===== src/rtl/matrix_result_collector_if.sv =====
// Result-output handshake bundle between the multiplier (master) and the collector (slave).
interface matrix_result_collector_if #(
    parameter int N  = 4,
    parameter int W  = 32,
    parameter int IW = (N > 1) ? $clog2(N) : 1
);
    logic [W-1:0]  z_out;
    logic [IW-1:0] z_i;
    logic [IW-1:0] z_j;
    logic          z_stb;
    logic          z_ack;

    modport master (
        output z_out,
        output z_i,
        output z_j,
        output z_stb,
        input  z_ack
    );

    modport slave (
        input  z_out,
        input  z_i,
        input  z_j,
        input  z_stb,
        output z_ack
    );
endinterface


===== src/rtl/matrix_result_collector.sv =====
// Collects N x N multiplier results over a four-phase handshake into a readable buffer.
// Optional row-major order checking is enabled by defining RESULT_ORDER_CHECK_EN.
module matrix_result_collector #(
    parameter int N  = 4,
    parameter int W  = 32,
    parameter int IW = (N > 1) ? $clog2(N) : 1,
    parameter int CW = $clog2(N * N + 1)
) (
    input  logic                         clk,
    input  logic                         rst,
    input  logic                         clear,
    matrix_result_collector_if.slave     zif,
    input  logic [IW-1:0]                rd_i,
    input  logic [IW-1:0]                rd_j,
    output logic [W-1:0]                 rd_data,
    output logic [CW-1:0]                count,
    output logic                         complete,
    output logic                         dup_err,
    output logic                         range_err,
    output logic                         order_err
);
    localparam int CELLS = N * N;
    localparam int AW    = (CELLS > 1) ? $clog2(CELLS) : 1;

    typedef enum logic [1:0] {
        IDLE,
        ACK,
        RELEASE
    } state_t;

    state_t           state;
    state_t           state_next;
    logic             ack_q;
    logic [W-1:0]     buffer [CELLS];
    logic [CELLS-1:0] filled;
    logic             commit;
    logic             wr_in_range;
    logic             rd_in_range;
    logic             wr_new;
    logic             wr_dup;
    logic [AW-1:0]    wr_idx;
    logic [AW-1:0]    rd_idx;

    function automatic logic [AW-1:0] flat_index(input logic [IW-1:0] i, input logic [IW-1:0] j);
        logic [31:0] t;
        t = 32'(i) * 32'(N) + 32'(j);
        return t[AW-1:0];
    endfunction

    // When the index width exactly covers 0..N-1 no index can be out of range.
    if ((2 ** IW) > N) begin : g_range_check
        assign wr_in_range = (zif.z_i < IW'(N)) && (zif.z_j < IW'(N));
        assign rd_in_range = (rd_i < IW'(N)) && (rd_j < IW'(N));
    end else begin : g_range_full
        assign wr_in_range = 1'b1;
        assign rd_in_range = 1'b1;
    end

    assign wr_idx   = flat_index(zif.z_i, zif.z_j);
    assign rd_idx   = flat_index(rd_i, rd_j);
    assign complete = (count == CW'(CELLS));
    assign zif.z_ack = ack_q;

    always_ff @(posedge clk or negedge rst) begin
        if (!rst) begin
            state <= IDLE;
            ack_q <= 1'b0;
        end else begin
            state <= state_next;
            ack_q <= (state_next == ACK);
        end
    end

    // Only IDLE samples the strobe, so a strobe held through ACK/RELEASE commits once.
    always_comb begin
        state_next = state;
        commit     = 1'b0;
        wr_new     = 1'b0;
        wr_dup     = 1'b0;
        case (state)
            IDLE: begin
                if (zif.z_stb) begin
                    commit     = 1'b1;
                    state_next = ACK;
                end
            end
            ACK:     state_next = RELEASE;
            RELEASE: begin
                if (!zif.z_stb) begin
                    state_next = IDLE;
                end
            end
            default: state_next = IDLE;
        endcase
        if (commit && wr_in_range) begin
            wr_new = !filled[wr_idx];
            wr_dup = filled[wr_idx];
        end
    end

    always_ff @(posedge clk or negedge rst) begin
        if (!rst) begin
            filled    <= '0;
            count     <= '0;
            dup_err   <= 1'b0;
            range_err <= 1'b0;
        end else if (clear) begin
            filled    <= '0;
            count     <= '0;
            dup_err   <= 1'b0;
            range_err <= 1'b0;
        end else begin
            if (wr_new) begin
                filled[wr_idx] <= 1'b1;
                count          <= count + CW'(1);
            end
            if (wr_dup) begin
                dup_err <= 1'b1;
            end
            if (commit && !wr_in_range) begin
                range_err <= 1'b1;
            end
        end
    end

    always_ff @(posedge clk) begin
        if (commit && wr_in_range && !clear) begin
            buffer[wr_idx] <= zif.z_out;
        end
    end

    // Unfilled entries read as zero; a same-cycle commit is seen on the following read.
    always_ff @(posedge clk or negedge rst) begin
        if (!rst) begin
            rd_data <= '0;
        end else if (rd_in_range && filled[rd_idx]) begin
            rd_data <= buffer[rd_idx];
        end else begin
            rd_data <= '0;
        end
    end

`ifdef RESULT_ORDER_CHECK_EN
    logic [CW-1:0] exp_idx;

    // After a mismatch the expectation follows the producer rather than flagging every later element.
    always_ff @(posedge clk or negedge rst) begin
        if (!rst) begin
            exp_idx   <= '0;
            order_err <= 1'b0;
        end else if (clear) begin
            exp_idx   <= '0;
            order_err <= 1'b0;
        end else if (commit && wr_in_range) begin
            if (CW'(wr_idx) != exp_idx) begin
                order_err <= 1'b1;
            end
            exp_idx <= CW'(wr_idx) + CW'(1);
        end
    end
`else
    assign order_err = 1'b0;
`endif

endmodule


===== src/flat_wrapper.sv =====
// flat-port wrapper written by rule: the top's interface ports become plain ports
module matrix_result_collector_flat 
#(
    parameter int N  = 4,
    parameter int W  = 32,
    parameter int IW = (N > 1) ? $clog2(N) : 1,
    parameter int CW = $clog2(N * N + 1)
)
  (clk, rst, clear, rd_i, rd_j, rd_data, count, complete, dup_err, range_err, order_err, zif_z_out, zif_z_i, zif_z_j, zif_z_stb, zif_z_ack);
  matrix_result_collector_if #(.N(N), .W(W), .IW(IW)) zif_i ();
  input  logic clk;
  input  logic rst;
  input  logic clear;
  input  logic [IW-1:0] rd_i;
  input  logic [IW-1:0] rd_j;
  output logic [W-1:0] rd_data;
  output logic [CW-1:0] count;
  output logic complete;
  output logic dup_err;
  output logic range_err;
  output logic order_err;
  input wire logic [$bits(zif_i.z_out)-1:0] zif_z_out;
  input wire logic [$bits(zif_i.z_i)-1:0] zif_z_i;
  input wire logic [$bits(zif_i.z_j)-1:0] zif_z_j;
  input wire logic [$bits(zif_i.z_stb)-1:0] zif_z_stb;
  output wire logic [$bits(zif_i.z_ack)-1:0] zif_z_ack;
  assign zif_i.z_out = zif_z_out;
  assign zif_i.z_i = zif_z_i;
  assign zif_i.z_j = zif_z_j;
  assign zif_i.z_stb = zif_z_stb;
  assign zif_z_ack = zif_i.z_ack;
  matrix_result_collector #(.N(N), .W(W), .IW(IW), .CW(CW)) u_core (.clk(clk), .rst(rst), .clear(clear), .zif(zif_i), .rd_i(rd_i), .rd_j(rd_j), .rd_data(rd_data), .count(count), .complete(complete), .dup_err(dup_err), .range_err(range_err), .order_err(order_err));
endmodule

===== config.mk =====
export PLATFORM = sky130hd
export DESIGN_NAME = matrix_result_collector_flat
export DESIGN_NICKNAME = d
export VERILOG_FILES = /design/src/rtl/matrix_result_collector_if.sv /design/src/rtl/matrix_result_collector.sv /design/src/flat_wrapper.sv
export SDC_FILE = /design/constraint.sdc
export NUM_CORES = 1
export LEC_CHECK = 0
export CAP_MARGIN = 20
export CELL_PAD_IN_SITES_DETAIL_PLACEMENT = 1
export CELL_PAD_IN_SITES_GLOBAL_PLACEMENT = 1
export CORE_ASPECT_RATIO = 1.5
export CORE_UTILIZATION = 58
export CTS_CLUSTER_DIAMETER = 100
export CTS_CLUSTER_SIZE = 10
export DETAILED_ROUTE_END_ITERATION = 10
export PLACE_DENSITY = 0.83
export SYNTH_ARGS = -nofsm -noshare
export SYNTH_HDL_FRONTEND = slang
export SYNTH_SLANG_ARGS = --single-unit

===== constraint.sdc =====
create_clock -name clk -period 5.8 [get_ports clk]
set_input_delay 1.16 -clock clk [delete_from_list [all_inputs] [get_ports clk]]
set_output_delay 1.16 -clock clk [all_outputs]
set_load 0.02 [all_outputs]

; Word level (Yosys, flattened, before mapping)
; Memories as Yosys holds them, arrays and structs flattened.
; Index checks and enable logic that the tools add are counted.
[totals]
register_bits = 57
mem_bits_rw = 512
inputBits = 44
output_inout_bits = 42
word_cells = 47
n_memories = 1
[op_classes]
n_addsub = 3
order_cmp = 3
n_eq_ne = 4
mux = 22
bitwise_logic = 1
n_reduce_logical = 7
[memory_table]
columns = name, words, word_bits, rd, rd_clocked_by_memory_dff, wr, line
row1 = u_core.buffer, 16, 32, 1, 0, 1, matrix_result_collector.sv:34  ; logic [W-1:0] buffer [CELLS];
[op_table]
columns = operator, n
row1 = 16-bit 2-to-1 mux, 2
row2 = 32-bit 2-to-1 mux, 1
row3 = 16-bit bitwise OR, 1
row4 = 1-bit 2-to-1 mux, 11
row5 = 4-bit by 5-bit < comparator with 1-bit output (second input constant), 2
row6 = 5-bit 2-to-1 mux, 2
row7 = 4-bit by 2-bit adder with 4-bit output, 2
row8 = 1-bit binary-select mux with 4-bit select, 2
row9 = 2-bit one-hot mux with 3 select lines, 1
row10 = 5-bit by 1-bit adder with 5-bit output (second input constant), 1
row11 = 5-bit == test (second input constant), 1
row12 = 1-bit demux with 4-bit select, 1
row13 = 2-bit by 1-bit == test with 1-bit output (second input constant), 2
row14 = 4-bit by 1-bit >= comparator with 1-bit output (second input constant), 1
row15 = 2-bit 2-to-1 mux, 2
row16 = 2-bit nonzero test, 2
row17 = 2-bit == test (second input constant), 1
row18 = 1-bit logical AND, 2
row19 = 1-bit logical NOT, 2
row20 = 2-bit logical NOT, 1

; Longest topological paths before layout
; Gate-level depths: netlist (run 1).
[depth]
word_depth = 8
depth_mapped = 7
mapped_depth_nobuf = 6

; Worst setup path after synthesis (run 1)
; OpenSTA, ideal clock, no wires.
[synth_timing]
path_kind = input to register
from = input port zif_z_stb
to = memory u_core.buffer[4][0], enable pin
setup_ns = 0.421
t_arrival_ns = 3.374
required_time_ns = 5.379
path_slack_ns = 2.004
path_stages = 5
path_buffers = 1
path_cell_list = or3b_1 clkbuf_1 nor2_1 nand2_1 nor2_1
[synth_via]
elab_chain_len = 5
[synth_rtl]
columns = element, line
row1 = start: declaration, flat_wrapper.sv:25  ; input wire logic [$bits(zif_i.z_stb)-1:0] zif_z_stb;
row2 = 1-bit 2-to-1 mux, matrix_result_collector.sv:82  ; if (zif.z_stb) begin
row3 = 1-bit 2-to-1 mux, matrix_result_collector.sv:80  ; case (state)
row4 = 1-bit logical AND, matrix_result_collector.sv:127  ; if (commit && wr_in_range && !clear) begin
row5 = 1-bit 2-to-1 mux, matrix_result_collector.sv:127
row6 = 1-bit 2-to-1 mux (implied by the code), matrix_result_collector.sv:128  ; buffer[wr_idx] <= zif.z_out;
row7 = end: declaration, matrix_result_collector.sv:34
; No other way between the ends.

; Final worst setup path (run 1)
[layout_timing]
from = input port zif_z_j[0]
to = memory u_core.buffer[13][26], enable pin
[layout_via]
elab_chain_len = 1
[layout_rtl]
columns = element, line
row1 = start: declaration, flat_wrapper.sv:24  ; input wire logic [$bits(zif_i.z_j)-1:0] zif_z_j;
row2 = 4-bit by 2-bit adder with 4-bit output, matrix_result_collector.sv:46  ; t = 32'(i) * 32'(N) + 32'(j);
; No other way between the ends.

==> results of run 1 <==
[layout make-up]
class	instances	area [um2]	share of cell area (%)
clock buffer	117	1949	7.708
clock inverter	1	8.758	0.03463
inverter	6	22.52	0.08906
multi-input combinational	315	4800	18.98
sequential	569	16800	66.44
tap	484	605.6	2.395
timing repair buffer	106	1102	4.359
[report_power, final]
part	switching (uW)	total, uW	internal, uW
clock network	1580	3840	2260
logic	306	531	225
registers	28.6	4570	4540
[cells in the mapped netlist, drive strengths merged]
cell type	number
edfxtp	512
mux4	168
dfrtp	57
nor2	38
nor2b	34
clkbuf	28
buf	21
a21oi	20
mux2i	11
mux2	9
nand2	8
inv	6
nor3	5
o21ai	5
nand3	3
or3	3
ha	2
nand2b	2
a2bb2oi	1
and2	1
conb	1
or2	1
or3b	1
xnor2	1
[final timing paths]
path                                  from                     to  slack [ps]  cells after the start
max                             zif_z_j[0]  u_core.buffer[13][26]        1700                      5
min                        u_core.state[1]        u_core.state[1]         490                      1
max reg2reg                u_core.state[1]    u_core.buffer[6][6]        2610                      5
min reg2reg                u_core.state[1]        u_core.state[1]         490                      1
max in group asynchronous              rst     u_core.rd_data[15]        4210                      2
min in group asynchronous              rst     u_core.rd_data[31]         560                      1
[metrics by stage]
| stage | utilization [%] | hold WS, ps | worst slack [ps] | instances |
|---|---|---|---|---|
| 2_1_floorplan | - | 450.0 | 2004 | 939 |
| 3_3_place_gp | 63.02 | 488.4 | 1445 | 1473 |
| 3_5_place_dp | 63.40 | 483.5 | 1250 | 1480 |
| 4_1_cts | 68.72 | 497.3 | 1752 | 1598 |
| 5_1_grt | 68.72 | 527.3 | 1592 | 1598 |
| 6_report | 68.72 | 491.5 | 1703 | 1598 |
[cell families (layout without fill, tap and decap cells)]
logic type,Yosys count,count (layout)
xor+xnor,1,1
mux,188,188
other cells,1,2
fa+ha+maj,2,2
flops,569,569
simple gates,96,96
compound gates,26,26
buf+inv,55,230
[state kept, by name, summed over array words and instances (netlist names)]
| register | cells |
|---|---|
| u_core.dup_err | 1 |
| u_core.state | 2 |
| u_core.rd_data | 32 |
| u_core.zif.z_ack | 1 |
| u_core.filled | 16 |
| u_core.buffer | 512 |
| u_core.count | 5 |
[routing by layer]
layer	vias to the layer above	share of wire (%)
met3	112	5.4
met4	0	3.3
met5	-	0
li1	4168	-
met2	513	53
met1	5730	38
==> results.cfg, run 1 <==
[run_status]
status = completed

[power]
power_uw = 8939
pwr_density_cell_mw_per_mm2 = 353.5
vdd_drop_max_mv = 0.3470
total_leakage_power_uw = 0.008194

[floorplan]
coreArea_mm2 = 0.03680
die_x_um = 160.0
rows = 86
dieArea_mm2 = 0.03822
start_util_pct = 58.99
die_h_um = 239.0
pin_count = 86

[timing]
fin_skew_ps = 16.25
fin_setup_tns_ps = 0
finalHoldViolations = 0
tightest_slew_ps = 1102
slew_headroom_pct = 26.51
maxSlewViolCount = 0
max_freq_mhz = 244.1
min_period_ps = 4097
rsz0062_at_grt = no
setup_viol = 0
layout_worst_path_cycle_share_pct = 70.64

[routing]
drt_iter0_drc = 948
antenna_left = 0
viasPerCell = 6.585
num_vias = 10520
routedWlPerCell_um = 33.50
drc = 0
drt-total-wl_um = 53540
dr.pass1.iters = 4

[setup_path]
crit_type = primary input to register
critPathRequiredTime_ps = 6050
path_buf_inv = 2
cp-end-kind = register
path_delay_family = buffers and inverters
crit_fanout = 20
cp_cell_sequence = clkdlybuf4s50_1 -> nor2b_1 -> nand2_1 -> nor2_4 -> buf_4
cpPeakStageDelay_ps = 1140
cp_slowest_cell = clkdlybuf4s50_1
cp-start-kind = primary input
critPathArrivalTime_ps = 4340

[synthesis]
synth_seq_cells = 569
avgSynthCellArea_um2 = 23.14
synth_xor_area_share_pct = 0.04034
yosysWarnings = 0
yosysTopAreaCellShare_pct = 70.82
synth_top_family_by_area = multiplexers
yosysSeqAreaShare_pct = 77.39
synthAdderAreaFrac_pct = 0.1153
synth_cells = 938
synth_top_cell_by_area = edfxtp_1
yosys.area_share.simple_pct = 2.248
netlist_area_mm2 = 0.02171
muxShareOfSynthArea_pct = 18.42
ys_types = 31
ys_top_cells_by_area = edfxtp_1 (71%), mux4_2 (17%), dfrtp_1 (6.6%)
synth-compound-area-share_pct = 0.6455

[placement]
place_area_mm2 = 0.02333
gp_congestion = 0.8093
place_hpwl_um = 29160
io_buffer_count = 83

[cts]
cts_setup_buffers = 0
clockBufferDepth = 3
clk_pin_slew_ps = 60
htreeDepth = 3
clock_latency_ps = 580
cts_made_buffers = 66
root_buffer = clkbuf_16
cts_sinks = 569
cts_tree = yes
hold_buffers = 0
ctsResizeCount = 0

[finish]
design_area_mm2 = 0.02529
final_cell_mix = edfxtp_1 (512), mux4_2 (168), clkdlybuf4s50_1 (78)
syn_to_final_growth_pct = 16.49
antennaDiodeCount = 0
final_common_cell = edfxtp_1
fill_cells = 2869
drive_gt1_share_pct = 26.48
nNetsFinal = 1110

[grt]
grt_use_met2_pct = 50.07
grt_use_met3_pct = 5.482
antenna_found_initial = 0
grt_first_pass_wirelength_um = 79030
track_usage_pct = 29.67
grt_max_degree = 73
busiest_layer = met2
grt_pass1_vias = 11360
met1_usage_pct = 38.58
grt-ovfl-total = 0

[job]
max_cap_violations = 0

[min_path]
hp-class = register to register
Power figures use the tool's default switching activity.
==> inputs of run 2 (changes only) <==
--- a/config.mk
+++ b/config.mk
@@ -9,11 +9,11 @@
 export CELL_PAD_IN_SITES_DETAIL_PLACEMENT = 1
 export CELL_PAD_IN_SITES_GLOBAL_PLACEMENT = 1
 export CORE_ASPECT_RATIO = 1.5
-export CORE_UTILIZATION = 58
+export CORE_UTILIZATION = 54
 export CTS_CLUSTER_DIAMETER = 100
 export CTS_CLUSTER_SIZE = 10
 export DETAILED_ROUTE_END_ITERATION = 10
-export PLACE_DENSITY = 0.83
+export PLACE_DENSITY = 0.78
 export SYNTH_ARGS = -nofsm -noshare
 export SYNTH_HDL_FRONTEND = slang
 export SYNTH_SLANG_ARGS = --single-unit
==> constraint.sdc (replaced) <==
create_clock -name clk -period 4.2 [get_ports clk]
set_input_delay 0.84 -clock clk [delete_from_list [all_inputs] [get_ports clk]]
set_output_delay 0.84 -clock clk [all_outputs]
set_load 0.02 [all_outputs]
==> results.cfg, run 2 (synthesis gave the netlist of run 1 again) <==
[cts]
htreeDepth = 3
clockBufferDepth = 3
cts_sinks = 569
cts_made_buffers = 66
ctsResizeCount = 0
cts_setup_buffers = 0
root_buffer = clkbuf_16
clock_latency_ps = 570
hold_buffers = 0
clk_pin_slew_ps = 50
cts_tree = yes

[finish]
final_common_cell = edfxtp_1
largest_register_ffs = 512
drive_gt1_share_pct = 26.92
nNetsFinal = 1118
syn_to_final_growth_pct = 17.26
largest_register = u_core.buffer
biggestRegsByFlops = u_core.buffer x512, u_core.rd_data x32, u_core.filled x16
final_util_pct = 64.40
seqCellArea_mm2 = 0.01680
fill_cells = 3084
final_cell_mix = edfxtp_1 (512), mux4_2 (168), clkdlybuf4s50_1 (78)
antennaDiodeCount = 0
multi_input_area_mm2 = 0.004800

[routing]
drt-total-wl_um = 48440
drc = 15
antenna_left = 0
drt_iter0_drc = 898
dr.pass1.iters = 8
top_layer = met5
routedWlPerCell_um = 29.86
wl_met2_um = 26060
met3_length_um = 2410
num_vias = 10080
viasPerCell = 6.216
drt-met1-wl_um = 18690

[floorplan]
coreArea_mm2 = 0.03953
die_h_um = 247.6
dieArea_mm2 = 0.04102
pin_count = 86
rows = 89
start_util_pct = 54.92
die_x_um = 165.7

[placement]
io_buffer_count = 83
gp_congestion = 0.7340
place_hpwl_um = 27340

[power]
p_seq_share_pct = 51.7
netSwitchingFraction_pct = 20.86
vdd_drop_max_mv = 0.3906
pwr_density_cell_mw_per_mm2 = 478.6
clkPwrFrac_pct = 42.3
p_sw_uw = 2541
p_int_uw = 9642
total_leakage_power_uw = 0.008245
power_frac_comb_pct = 6.0

[setup_path]
cp_slowest_cell = or3b_1
crit_type = primary input to register
crit_fanout = 24
startpoint = zif_z_stb
critPathRequiredTime_ps = 4460
cpPeakStageDelay_ps = 520
rr_worst_depth = 5
cp-end-kind = register
cp_cell_sequence = clkdlybuf4s50_1 -> or3b_1 -> nor2_1 -> nand2_1 -> nor2_4 -> buf_12
rr_endpoint = u_core.buffer[12][19]
r2r_slack_ps = 1500
worstSetupEndpoint = u_core.buffer[12][19]
cp-start-kind = primary input
critPathArrivalTime_ps = 3290
critical_path.reg2reg.startpoint = u_core.state[1]

[timing]
layout_worst_path_cycle_share_pct = 72.23
setup_viol = 0
maxSlewViolCount = 0
fin_skew_ps = 21.59
rsz0062_at_grt = no
finalHoldViolations = 0
fin_setup_tns_ps = 0
tightest_slew_ps = 663.0
timing.hold.ws_ps = 178.3
min_period_ps = 3034
max_freq_mhz = 329.6
slew_headroom_pct = 55.80

[run_status]
violations = DRC
status = finished with violations

[grt]
grt_first_pass_wirelength_um = 71500
grt-ovfl-total = 0
grt_max_degree = 60
grt_pass1_vias = 11000
antenna_found_initial = 2
track_usage_pct = 24.64

[job]
max_cap_violations = 0

[min_path]
hp-class = primary input to asynchronous set/reset pin
## run 2: cell count changes in the layout (fill, tap and decap cells not counted)
cell | before | now
buf_12 | 9 | 19
buf_4 | 15 | 13
clkbuf_1 | 46 | 47
clkbuf_16 | 71 | 69
inv_6 | 1 | 2
## run 2: worst min path at each step
| stage | startpoint | end | slack (ps) | depth (start not counted) |
|---|---|---|---|---|
| 2_1_floorplan | u_core.state[1] | u_core.state[1] | 450 | 1 |
| 3_3_place_gp | u_core.state[1] | u_core.state[1] | 490 | 1 |
| 3_5_place_dp | u_core.state[1] | u_core.state[1] | 490 | 1 |
| 4_1_cts | rst | u_core.rd_data[8] | 480 | 1 |
| 5_1_grt | rst | u_core.rd_data[31] | 200 | 1 |
| 6_report | rst | u_core.rd_data[7] | 180 | 1 |
## run 2: area by class of cell
type	count	share of cell area, %
sequential	569	66.00
multi-input combinational	315	18.85
clock buffer	116	7.476
timing repair buffer	114	5.057
tap	500	2.457
inverter	6	0.08847
clock inverter	2	0.06881
## run 2: metal layers
metal	GRT usage (%)	vias up
met1	31.01	5437
met2	43.66	376
li1	-	4185
met5	0	-
met4	9.401	4
met3	3.811	80
## run 2: power groups by stage
stage / Combinational [uW] / Sequential [uW] / Clock, uW
4_1_cts: 739 / 6300 / 5240
3_5_place_dp: 733 / 6420 / 0
2_1_floorplan: 375 / 6440 / 0
5_1_grt: 777 / 6310 / 5420
3_3_place_gp: 706 / 6410 / 0
6_report: 728 / 6300 / 5150
## run 2: metrics by stage
| step | area [um2] | std cells | power, uW | worst slack, ps |
|---|---|---|---|---|
| floorplan | 21710 | 939 | 6816 | 724.4 |
| global placement | 23520 | 1503 | 7115 | 721.7 |
| detailed placement | 23520 | 1503 | 7151 | 660.0 |
| CTS | 25440 | 1621 | 12280 | 1173 |
| global route | 25460 | 1622 | 12500 | 1069 |
| finish | 25460 | 1622 | 12180 | 1166 |
## run 2: worst max-delay path: cells and delay by family
kind | cells | cell delay (ps)
and+or+nand+nor | 4 | 1650
buffers and inverters | 2 | 770
==> inputs of run 3 (changes only) <==
--- a/config.mk
+++ b/config.mk
@@ -9,11 +9,11 @@
 export CELL_PAD_IN_SITES_DETAIL_PLACEMENT = 1
 export CELL_PAD_IN_SITES_GLOBAL_PLACEMENT = 1
 export CORE_ASPECT_RATIO = 1.5
-export CORE_UTILIZATION = 54
+export CORE_UTILIZATION = 49
 export CTS_CLUSTER_DIAMETER = 100
 export CTS_CLUSTER_SIZE = 10
 export DETAILED_ROUTE_END_ITERATION = 10
-export PLACE_DENSITY = 0.78
+export PLACE_DENSITY = 0.75
 export SYNTH_ARGS = -nofsm -noshare
 export SYNTH_HDL_FRONTEND = slang
 export SYNTH_SLANG_ARGS = --single-unit
==> constraint.sdc (replaced) <==
create_clock -name clk -period 2.65 [get_ports clk]
set_input_delay 0.53 -clock clk [delete_from_list [all_inputs] [get_ports clk]]
set_output_delay 0.53 -clock clk [all_outputs]
set_load 0.02 [all_outputs]
==> results.cfg, run 3 (synthesis gave the netlist of run 1 again) <==
[routing]
num_vias = 10370
viasPerCell = 5.920
drt_iter0_drc = 918
antenna_left = 0
drt-total-wl_um = 51850
dr.pass1.iters = 4
routedWlPerCell_um = 29.61
drc = 0

[setup_path]
crit_type = register to primary output
cp-start-kind = register
cp_cell_sequence = inv_1 -> ha_1 -> nand2_1 -> nor3_1 -> clkdlybuf4s50_1
cp-end-kind = primary output
path_buf_inv = 2
cp_slowest_cell = clkdlybuf4s50_1
cpPeakStageDelay_ps = 620
crit_fanout = 4
path_depth = 5
path_delay_family = buffers and inverters
rr_worst_depth = 5
critPathRequiredTime_ps = 2120
critPathArrivalTime_ps = 2020

[floorplan]
die_h_um = 259.8
pin_count = 86
die_x_um = 173.9
start_util_pct = 49.62
rows = 94
dieArea_mm2 = 0.04517
coreArea_mm2 = 0.04375

[cts]
cts_made_buffers = 66
clk_pin_slew_ps = 50
clock_latency_ps = 580
clockBufferDepth = 3
cts_tree = yes
root_buffer = clkbuf_16
cts_sinks = 569
htreeDepth = 3

[timing]
finalHoldViolations = 0
fin_setup_tns_ps = 0
min_period_ps = 2553
max_freq_mhz = 391.7
maxSlewViolCount = 0
setup_viol = 0
rsz0062_at_grt = no
tightest_slew_ps = 648.4
layout_worst_path_cycle_share_pct = 96.35
slew_headroom_pct = 56.77
fin_skew_ps = 23.73

[grt]
grt_max_degree = 61
grt_first_pass_wirelength_um = 77000
grt_pass1_vias = 11410
antenna_found_initial = 1
grt-ovfl-total = 0
track_usage_pct = 23.85

[finish]
final_cell_mix = edfxtp_1 (512), mux4_2 (168), clkdlybuf4s50_1 (78)
biggestRegsByFlops = u_core.buffer x512, u_core.rd_data x32, u_core.filled x16
seqCellArea_mm2 = 0.01680
largest_register_ffs = 512
final_common_cell = edfxtp_1
fill_cells = 3686
nNetsFinal = 1171
largest_register = u_core.buffer
multi_input_area_mm2 = 0.004800
instances_no_fill = 1751
drive_gt1_share_pct = 30.07
syn_to_final_growth_pct = 20.35

[power]
power_uw = 19380
pwr_density_cell_mw_per_mm2 = 741.6
vdd_drop_max_mv = 0.5141
total_leakage_power_uw = 0.008558

[placement]
io_buffer_count = 83
place_hpwl_um = 30250
dp_cells = 1632
gp_congestion = 0.7701

[job]
max_cap_violations = 0

[run_status]
status = completed

[min_path]
hp-class = primary input to asynchronous set/reset pin
==> run 3: worst paths after layout <==
path | endpoint | startpoint | slack [ps]
setup / recovery | complete | u_core.count[0] | 100
hold / removal | u_core.rd_data[5] | rst | 410
setup reg to reg | u_core.rd_data[13] | u_core.filled[5] | 600
hold reg to reg | u_core.state[1] | u_core.state[1] | 490
max in group asynchronous | u_core.rd_data[18] | rst | 1670
min in group clk | u_core.state[1] | u_core.state[1] | 490
==> run 3: cell type report <==
| class | instances | area share, % |
|---|---|---|
| multi-input cells | 315 | 18.37 |
| diodes | 1 | 0.009578 |
| flip-flops and latches | 569 | 64.30 |
| well taps | 576 | 2.758 |
| repair buffers | 167 | 7.188 |
| inverters | 6 | 0.08620 |
| clock buffers | 115 | 7.188 |
| clock inverters | 2 | 0.09578 |
==> run 3: routing by layer <==
layer / global-route usage (%) / wire (um) / vias up / part of all wire (%)
met2: 41.77 / 28040 / 389 / 54
met4: 8.504 / 1162 / 0 / 2.2
met3: 3.450 / 2564 / 88 / 4.9
met5: 0 / 0 / - / 0
met1: 30.50 / 20090 / 5604 / 39
li1: - / - / 4285 / -
==> run 3: where the power goes <==
group	total, uW	internal, uW	leakage [uW]	switching [uW]
sequential	9990	9930	0.00538	55.1
clock	8150	4780	0.000905	3370
combinational	1230	568	0.00227	664
total	19400	15300	0.00856	4090
==> run 3: worst register-to-register path, stage by stage (launching register included) <==
cell	delay, ps
dfrtp_1	420
mux4_2	500
mux2_2	310
o21ai_4	170
buf_4	350
nor2b_1	150
==> run 3: stage by stage <==
stage / instance area [um2] / hold WS (ps) / utilization (%) / setup slack, ps
floorplan: 21720 / 234.4 / - / -515.6
global placement: 24210 / 445.8 / 55.34 / -108.0
detailed placement: 24210 / 448.6 / 55.34 / -176.5
CTS: 26130 / 397.5 / 59.71 / 51.51
global route: 26130 / 421.7 / 59.72 / 7.042
finish: 26130 / 411.2 / 59.72 / 96.81
==> run 3: what timing repair did <==
action                                 CTS  global route
hold buffers                             1             0
gates resized for setup                  0             0
endpoints found under the hold margin   14             0
setup buffers                            0             0
